File: src/rtl/alu_pipe_if.sv
// Handshake and data bundle between the operand source, the pipelined ALU and the result consumer.
// WIDTH/CNT_W must match the parameters of the attached alu_pipe.
interface alu_pipe_if #(
   parameter int WIDTH = 32,
   parameter int CNT_W = 16
);
   logic             in_valid;
   logic             in_ready;
   logic [2:0]       f;
   logic [WIDTH-1:0] a;
   logic [WIDTH-1:0] b;
   logic             out_valid;
   logic             out_ready;
   logic [WIDTH-1:0] y;
   logic             zero;
   logic             carry;
   logic             overflow;
   logic             negative;
   logic [CNT_W-1:0] op_count;

   modport master (
      output in_valid, f, a, b, out_ready,
      input  in_ready, out_valid, y, zero, carry, overflow, negative, op_count
   );

   modport slave (
      input  in_valid, f, a, b, out_ready,
      output in_ready, out_valid, y, zero, carry, overflow, negative, op_count
   );
endinterface

File: src/rtl/alu_pipe.sv
// Two-stage pipelined ALU: S1 registers operands, S2 computes and registers result plus flags.
// Valid/ready on both sides with full backpressure and a wrapping completed-operation counter.
module alu_pipe #(
   parameter int WIDTH = 32,
   parameter int CNT_W = 16
) (
   input logic        clk,
   input logic        reset_n,
   alu_pipe_if.slave  bus
);
   logic             s1_valid_q, s1_valid_d;
   logic [2:0]       s1_f_q, s1_f_d;
   logic [WIDTH-1:0] s1_a_q, s1_a_d;
   logic [WIDTH-1:0] s1_b_q, s1_b_d;
   logic             out_valid_q, out_valid_d;
   logic [WIDTH-1:0] y_q, y_d;
   logic             zero_q, zero_d;
   logic             carry_q, carry_d;
   logic             overflow_q, overflow_d;
   logic             negative_q, negative_d;
   logic [CNT_W-1:0] op_count_q, op_count_d;

   logic             s2_free_s;
   logic             in_ready_s;
   logic             accept_s;
   logic             xfer_s;
   logic             retire_s;
   logic [WIDTH:0]   sum_s;
   logic [WIDTH:0]   diff_s;
   logic             ovf_add_s;
   logic             ovf_sub_s;
   logic [WIDTH-1:0] res_y_s;
   logic             res_c_s;
   logic             res_o_s;

   // Handshake qualifiers; in_ready looks only at pipeline state and out_ready.
   always_comb begin
      s2_free_s  = !out_valid_q || bus.out_ready;
      in_ready_s = !s1_valid_q || s2_free_s;
      accept_s   = bus.in_valid && in_ready_s;
      xfer_s     = s1_valid_q && s2_free_s;
      retire_s   = out_valid_q && bus.out_ready;
   end

   // Datapath: result and flags from the S1 operands.
   always_comb begin
      sum_s     = {1'b0, s1_a_q} + {1'b0, s1_b_q};
      diff_s    = {1'b0, s1_a_q} + {1'b0, ~s1_b_q} + {{WIDTH{1'b0}}, 1'b1};
      ovf_add_s = (s1_a_q[WIDTH-1] == s1_b_q[WIDTH-1]) && (sum_s[WIDTH-1] != s1_a_q[WIDTH-1]);
      ovf_sub_s = (s1_a_q[WIDTH-1] != s1_b_q[WIDTH-1]) && (diff_s[WIDTH-1] != s1_a_q[WIDTH-1]);
      res_y_s   = {WIDTH{1'b0}};
      res_c_s   = 1'b0;
      res_o_s   = 1'b0;
      case (s1_f_q)
         3'b000: res_y_s = s1_a_q & s1_b_q;
         3'b001: res_y_s = s1_a_q | s1_b_q;
         3'b010: begin
            res_y_s = sum_s[WIDTH-1:0];
            res_c_s = sum_s[WIDTH];
            res_o_s = ovf_add_s;
         end
         // Unsigned less-than is a borrow out of a - b.
         3'b011: res_y_s = {{(WIDTH-1){1'b0}}, ~diff_s[WIDTH]};
         3'b100: res_y_s = s1_a_q & ~s1_b_q;
         3'b101: res_y_s = s1_a_q | ~s1_b_q;
         3'b110: begin
            res_y_s = diff_s[WIDTH-1:0];
            res_c_s = diff_s[WIDTH];
            res_o_s = ovf_sub_s;
         end
         // Signed less-than stays correct across overflow by correcting the sign.
         3'b111: res_y_s = {{(WIDTH-1){1'b0}}, diff_s[WIDTH-1] ^ ovf_sub_s};
         default: res_y_s = {WIDTH{1'b0}};
      endcase
   end

   // Next-state for both stages and the counter.
   always_comb begin
      s1_valid_d  = s1_valid_q;
      s1_f_d      = s1_f_q;
      s1_a_d      = s1_a_q;
      s1_b_d      = s1_b_q;
      out_valid_d = out_valid_q;
      y_d         = y_q;
      zero_d      = zero_q;
      carry_d     = carry_q;
      overflow_d  = overflow_q;
      negative_d  = negative_q;
      op_count_d  = op_count_q;

      if (accept_s) begin
         s1_valid_d = 1'b1;
         s1_f_d     = bus.f;
         s1_a_d     = bus.a;
         s1_b_d     = bus.b;
      end else if (xfer_s) begin
         s1_valid_d = 1'b0;
      end else begin
         s1_valid_d = s1_valid_q;
      end

      if (xfer_s) begin
         out_valid_d = 1'b1;
         y_d         = res_y_s;
         zero_d      = (res_y_s == {WIDTH{1'b0}});
         carry_d     = res_c_s;
         overflow_d  = res_o_s;
         negative_d  = res_y_s[WIDTH-1];
      end else if (retire_s) begin
         out_valid_d = 1'b0;
      end else begin
         out_valid_d = out_valid_q;
      end

      if (retire_s) begin
         op_count_d = op_count_q + {{(CNT_W-1){1'b0}}, 1'b1};
      end else begin
         op_count_d = op_count_q;
      end
   end

   // Pipeline and counter registers.
   always_ff @(posedge clk or negedge reset_n) begin
      if (!reset_n) begin
         s1_valid_q  <= 1'b0;
         s1_f_q      <= 3'b000;
         s1_a_q      <= {WIDTH{1'b0}};
         s1_b_q      <= {WIDTH{1'b0}};
         out_valid_q <= 1'b0;
         y_q         <= {WIDTH{1'b0}};
         zero_q      <= 1'b0;
         carry_q     <= 1'b0;
         overflow_q  <= 1'b0;
         negative_q  <= 1'b0;
         op_count_q  <= {CNT_W{1'b0}};
      end else begin
         s1_valid_q  <= s1_valid_d;
         s1_f_q      <= s1_f_d;
         s1_a_q      <= s1_a_d;
         s1_b_q      <= s1_b_d;
         out_valid_q <= out_valid_d;
         y_q         <= y_d;
         zero_q      <= zero_d;
         carry_q     <= carry_d;
         overflow_q  <= overflow_d;
         negative_q  <= negative_d;
         op_count_q  <= op_count_d;
      end
   end

   assign bus.in_ready  = in_ready_s;
   assign bus.out_valid = out_valid_q;
   assign bus.y         = y_q;
   assign bus.zero      = zero_q;
   assign bus.carry     = carry_q;
   assign bus.overflow  = overflow_q;
   assign bus.negative  = negative_q;
   assign bus.op_count  = op_count_q;
endmodule

File: src/flat_wrapper.sv
// flat-port wrapper written by rule: the top's interface ports become plain ports
module alu_pipe_flat 
#(
   parameter int WIDTH = 32,
   parameter int CNT_W = 16
)
  (clk, reset_n, bus_in_valid, bus_f, bus_a, bus_b, bus_out_ready, bus_in_ready, bus_out_valid, bus_y, bus_zero, bus_carry, bus_overflow, bus_negative, bus_op_count);
  alu_pipe_if #(.WIDTH(WIDTH), .CNT_W(CNT_W)) bus_i ();
  input logic clk;
  input logic reset_n;
  input wire logic [$bits(bus_i.in_valid)-1:0] bus_in_valid;
  input wire logic [$bits(bus_i.f)-1:0] bus_f;
  input wire logic [$bits(bus_i.a)-1:0] bus_a;
  input wire logic [$bits(bus_i.b)-1:0] bus_b;
  input wire logic [$bits(bus_i.out_ready)-1:0] bus_out_ready;
  output wire logic [$bits(bus_i.in_ready)-1:0] bus_in_ready;
  output wire logic [$bits(bus_i.out_valid)-1:0] bus_out_valid;
  output wire logic [$bits(bus_i.y)-1:0] bus_y;
  output wire logic [$bits(bus_i.zero)-1:0] bus_zero;
  output wire logic [$bits(bus_i.carry)-1:0] bus_carry;
  output wire logic [$bits(bus_i.overflow)-1:0] bus_overflow;
  output wire logic [$bits(bus_i.negative)-1:0] bus_negative;
  output wire logic [$bits(bus_i.op_count)-1:0] bus_op_count;
  assign bus_i.in_valid = bus_in_valid;
  assign bus_i.f = bus_f;
  assign bus_i.a = bus_a;
  assign bus_i.b = bus_b;
  assign bus_i.out_ready = bus_out_ready;
  assign bus_in_ready = bus_i.in_ready;
  assign bus_out_valid = bus_i.out_valid;
  assign bus_y = bus_i.y;
  assign bus_zero = bus_i.zero;
  assign bus_carry = bus_i.carry;
  assign bus_overflow = bus_i.overflow;
  assign bus_negative = bus_i.negative;
  assign bus_op_count = bus_i.op_count;
  alu_pipe #(.WIDTH(WIDTH), .CNT_W(CNT_W)) u_core (.clk(clk), .reset_n(reset_n), .bus(bus_i));
endmodule
File: config.mk
export PLATFORM = sky130hd
export DESIGN_NAME = alu_pipe_flat
export DESIGN_NICKNAME = d
export VERILOG_FILES = /design/src/rtl/alu_pipe_if.sv /design/src/rtl/alu_pipe.sv /design/src/flat_wrapper.sv
export SDC_FILE = /design/constraint.sdc
export NUM_CORES = 1
export LEC_CHECK = 0
export CORE_ASPECT_RATIO = 1.1
export CORE_MARGIN = 8
export CORE_UTILIZATION = 30
export DETAILED_ROUTE_END_ITERATION = 8
export GPL_ROUTABILITY_DRIVEN = 1
export GPL_TIMING_DRIVEN = 0
export SLEW_MARGIN = 25
export SYNTH_ARGS = -nofsm -noshare
export SYNTH_HDL_FRONTEND = slang
export SYNTH_SLANG_ARGS = --single-unit
export TNS_END_PERCENT = 10
File: constraint.sdc
create_clock -name clk -period 6.2 [get_ports clk]
set_input_delay 1.24 -clock clk [delete_from_list [all_inputs] [get_ports clk]]
set_output_delay 1.24 -clock clk [all_outputs]
set_load 0.01 [all_outputs]
After elaboration in Yosys (flattened, before gate mapping). Index checks and enable logic that the tools add are counted.

$add $sub $neg: 4. Eq/ne operators: 11. Muxes and demuxes: 7. Bitwise logic cells: 7. Reduce and logical (&&, ||, !) cells: 13.

Operators with widths (count): one-hot mux 32 bit (8 select lines) (1); adder 32 x 32 -> 33 bit (2); bitwise AND 32 bit (2); OR 32 bit (2); adder 33 x 1 -> 33 bit, second input constant (1); logical NOT 32 bit (1); inverter 32 bit (1); adder 16 x 1 -> 16 bit, second input constant (1); == test 3 bit, second input constant (4); == test 3 x 2 -> 1 bit, second input constant (2); logical AND 1 bit (5); two-way mux 1 bit (4); one-hot mux 1 bit (2 select lines) (2); nonzero test 2 bit (2); == test 3 x 1 -> 1 bit, second input constant (1); logical NOT 3 bit (1); inequality test 1 bit (3); logical NOT 1 bit (2); logical OR 1 bit (2); == test 1 bit (1); inverter 1 bit (1); bitwise XOR 1 bit (1).

Flip-flop bits (word level): 121. Input bits: 71. Output and inout port bits: 54. Logic and storage cells: 53.

Longest topological paths before layout.
Depth after elaboration: 8. Mapped depth: 18. Gate-level depth less buffers: 17.

Least setup slack after synthesis. No wires, ideal clock.

Path type: flip-flop to flip-flop. Start point: register u_core.s1_b_q[20]. End point: register u_core.zero_q (netlist: u_core.bus.zero). Setup time: 0.066 ns. Data arrival time: 3.651 ns. Data required time: 6.134 ns. Path slack: 2.482 ns. Stages on the path, launching flop included: 19. Buffers on the path: 1. Period minus slack after synthesis: 3.718 ns. Cell sequence: dfrtp_1 > inv_1 > ha_1 > buf_2 > inv_1 > nor3_1 > or4b_1 > nor2_1 > a21oi_1 > o21ai_0 > a21oi_1 > o21bai_1 > fa_1 > a21oi_1 > o21ai_0 > a311oi_1 > a31oi_1 > nor4_1 > a41o_1.

Word-level cells in the longest chain between the ends: 8. Elaborated cells on any way between the ends: 14. Those cells by class: add/sub (3); eq/ne (1); mux (1); bitwise (7); reduce/logical (2).

RTL lines: start, declared (line alu_pipe.sv:14) `logic [WIDTH-1:0] s1_b_q, s1_b_d;`; start signal, assigned (line alu_pipe.sv:128) `s1_b_q <= {WIDTH{1'b0}};`; inverter 32 bit (line alu_pipe.sv:48, alu_pipe.sv:64, alu_pipe.sv:65); adder 32 x 32 -> 33 bit (line alu_pipe.sv:48) `diff_s = {1'b0, s1_a_q} + {1'b0, ~s1_b_q} + {{WIDTH{1'b0}}, 1'b1};`; adder 33 x 1 -> 33 bit (line alu_pipe.sv:48); inequality test 1 bit (line alu_pipe.sv:50) `ovf_sub_s = (s1_a_q[WIDTH-1] != s1_b_q[WIDTH-1]) && (diff_s[WIDTH-1] != s1_a_q[WIDTH-1]);`; logical AND 1 bit (line alu_pipe.sv:50); bitwise XOR 1 bit (line alu_pipe.sv:72) `3'b111: res_y_s = {{(WIDTH-1){1'b0}}, diff_s[WIDTH-1] ^ ovf_sub_s};`; one-hot mux 32 bit (8 select lines) * (line alu_pipe.sv:54) `case (s1_f_q)`; logical NOT 32 bit * (line alu_pipe.sv:105) `zero_d = (res_y_s == {WIDTH{1'b0}});`; end signal, assigned (line alu_pipe.sv:143) `zero_q <= zero_d;`; end, declared (line alu_pipe.sv:17) `logic zero_q, zero_d;`.

Mark *: on every way between the ends. The rest lies on a longest branch, timed or not. A chain may end at the register's enable or synchronous reset.

Worst setup path after layout.
Start point: register u_core.s1_f_q[0]. End point: register u_core.zero_q (netlist: u_core.bus.zero).

Word-level cells in the longest chain between the ends: 3. Elaborated cells on any way between the ends: 10. Those cells by class: eq/ne (7); mux (1); reduce/logical (2).

RTL lines: start, declared (line alu_pipe.sv:12) `logic [2:0] s1_f_q, s1_f_d;`; start signal, assigned (line alu_pipe.sv:126) `s1_f_q <= 3'b000;`; start signal, assigned (line alu_pipe.sv:138) `s1_f_q <= s1_f_d;`; == test 3 bit (tied with other cells) (line alu_pipe.sv:54); one-hot mux 32 bit (8 select lines) * (line alu_pipe.sv:54); logical NOT 32 bit * (line alu_pipe.sv:105).

Marks and branches as above.

==> results.tsv <==
metric	value	unit
p_leak	5.006	nW
synthCells	1101	
hold_slack	0.4715	ns
ys_ff_latch	120	
synth_area	9699	sq um
start_util	30.20	%
rrSetupSlack	1.56	ns
tritoncts	done	
grt_overflow	0	
port_buffers	124	
avgSynthCellArea	8.810	sq um
ys_types	87	
synth_top_cell_by_area	dfrtp_1	
worstPathCellList	buf_2 > clkinv_1 > nand2_1 > nor2_1 > a2111oi_0 > nand2_1 > nor4_1 > nand3_1 > nor4_1 > nand4_1 > nor4_1 > a41o_1	
synth.most_common_cell	dfrtp_1	
num_io_pins	125	
ys_warn_count	0	
finalWirelength	36870	um
first_global_vias	9395	
vias	9239	
numCtsBuffers	17	
finalSetupTns	0	ns
worstPathArrival	5.01	ns
seq_area_frac_synth	30.96	%
cts-root-buf	clkbuf_16	
maxSlewViolCount	0	
fillers	3333	
synthArstFlopShare	100.0	%
setup_ws	1.559	ns
die_w	187.4	um
htree_num_levels	4	
die_y	204.6	um
cts_resized	0	
die-area	38350	sq um
min_to	u_core.bus.op_count[15]	
r2r_end	u_core.bus.zero	
max_stage_delay	0.88	ns
place_ws	1.262	ns
pwr_density_cell	363.8	nW/um^2
ys.flop_type	dfrtp_1	
setup_viol_count_final	0	
cts_num_sinks	120	
track_usage	18.97	%
path_max_fanout	10	
crit_buf_inv	2	
worst_pin_slew	1.005	ns
hold_depth	1	
synth_common_cells	120 x dfrtp_1, 85 x a21oi_1, 83 x mux2_2	
drt_pass1_iterations	6	
crit_path_end_kind	flip-flop	
avgRoutedWirePerCell	21.89	um
r2r_cells	12	
drive_gt1_share	12.72	%
rsz0062_at_grt	no	
viasPerCell	5.486	
cpMostUsedCell	nor4_1	
synth_area_leaders	dfrtp_1 31%, mux2_2 9.6%, ha_1 8.5%	
core	32120	sq um
min_period	4.641	ns
postCtsSetupBuffers	0	
max_slew_margin	32.75	%
hold_path.class	flip-flop to flip-flop	
drc	0	
drt-initial-drc-count	738	
hold_path_startpoint	u_core.bus.op_count[15]	
critPathLaunchType	flip-flop	
fin_nets	1385	
postCtsHoldBufs	0	
r2r-start	u_core.s1_f_q[0]	
clock_latency	0.44	ns
fmax	215.5	MHz
maxCapViolations	0	
critical_path.top_delay_family	simple AND/OR/NAND/NOR gates	
cp.required	6.57	ns
multi_input_area	6163	sq um
cts.reportedPaths.clkPinSlew	0.06	ns
grt_max_degree	84	
fin_crit_sh	74.85	%
skew	0.01748	ns
grt_pass1_wl	56270	um
crit_type	flip-flop to flip-flop	
row_count	69	
ant_nets	0	
max-vdd-ir-drop	0.1829	mV
worst_path_max_delay_cell	a2111oi_0	
finalHoldViolCount	0	
syn_to_final_growth	25.14	%
hpwlAfterDp	28000	um
antenna_found_initial	1	
synth_edf_count	0	
clock_path_buffers	2	
gp_congestion	0.9861	
syn-num-nets	1241	
synth_top_area_share	30.96	%
seq_area	3003	sq um
status	completed	
n_antenna_cell	0	
-- flip-flops by register name, indices dropped and copies added, names as in the netlist --
name / cells
u_core.s1_b_q: 32
u_core.bus.out_valid: 1
u_core.bus.op_count: 16
u_core.bus.y: 32
u_core.s1_a_q: 32
u_core.bus.zero: 1
u_core.bus.overflow: 1
u_core.s1_valid_q: 1
u_core.s1_f_q: 3
u_core.bus.carry: 1
-- how the worst max path moves through the flow --
| stage | startpoint | endpoint | slack (ns) | depth (start not counted) |
|---|---|---|---|---|
| 2_1_floorplan | u_core.s1_b_q[20] | u_core.bus.zero | 2.48 | 18 |
| 3_3_place_gp | reset_n | u_core.s1_b_q[10] | -1.22 | 1 |
| 3_5_place_dp | bus_out_ready | u_core.bus.zero | 1.26 | 11 |
| 4_1_cts | u_core.s1_f_q[0] | u_core.bus.zero | 1.62 | 12 |
| 5_1_grt | u_core.s1_b_q[8] | u_core.bus.zero | 1.24 | 17 |
| 6_report | u_core.s1_f_q[0] | u_core.bus.zero | 1.56 | 12 |
-- area by class of cell --
class	instances	share of cell area [%]
clock buffers	19	3.567
plain buffers	56	2.103
well taps	426	4.391
clock inverters	13	1.608
inverters	75	2.319
multi-input cells	850	50.78
flip-flops and latches	120	24.74
repair buffers	125	10.49
-- where the power goes --
group	internal [mW]	leakage [nW]	switching [mW]
clock	0.678	0.294	0.427
combinational	0.912	3.26	1.27
sequential	0.958	1.45	0.177
-- logic make-up after synthesis --
logic type	Yosys count	share of synthesized area, %
AO/OA/AOI/OAI	319	21.80
XOR/XNOR	67	6.050
adder cells (fa/ha/maj)	82	10.47
buffers and inverters	131	5.521
flip-flops	120	30.96
multiplexers	92	10.58
AND/OR/NAND/NOR	290	14.62
-- placed cells by master (no fill, tap or decap), types with 13 or more instances in the layout --
cell type / n
clkdlybuf4s50_1: 123
dfrtp_1: 120
a21oi_1: 85
mux2_2: 83
nor2_1: 79
nand2_1: 76
inv_1: 72
ha_1: 66
o21ai_0: 65
xnor2_1: 35
xor2_1: 32
clkbuf_1: 31
nand3_1: 25
nor3_1: 24
buf_2: 20
clkbuf_16: 17
nor4_1: 14
o21ai_1: 13
nand4_1: 13
maj3_1: 13
a31oi_1: 13
-- per-stage QoR --
stage          utilization, %  power [mW]  cell area [sq um]  instances
6_report                37.79       4.416              12140       1684
2_1_floorplan               -       2.466               9699       1101
3_5_place_dp            35.83       3.292              11510       1652
4_1_cts                 37.79       4.416              12140       1684
5_1_grt                 37.79       4.683              12140       1684
3_3_place_gp            35.73       3.277              11470       1651
-- per-layer routing --
layer  GRT usage, %  share of wire (%)
met1          24.29                 43
met2          30.44                 46
met3          3.779                7.0
met4          8.953                4.0
met5              0              0.030
Note: power is estimated with default switching activity, not from simulation.
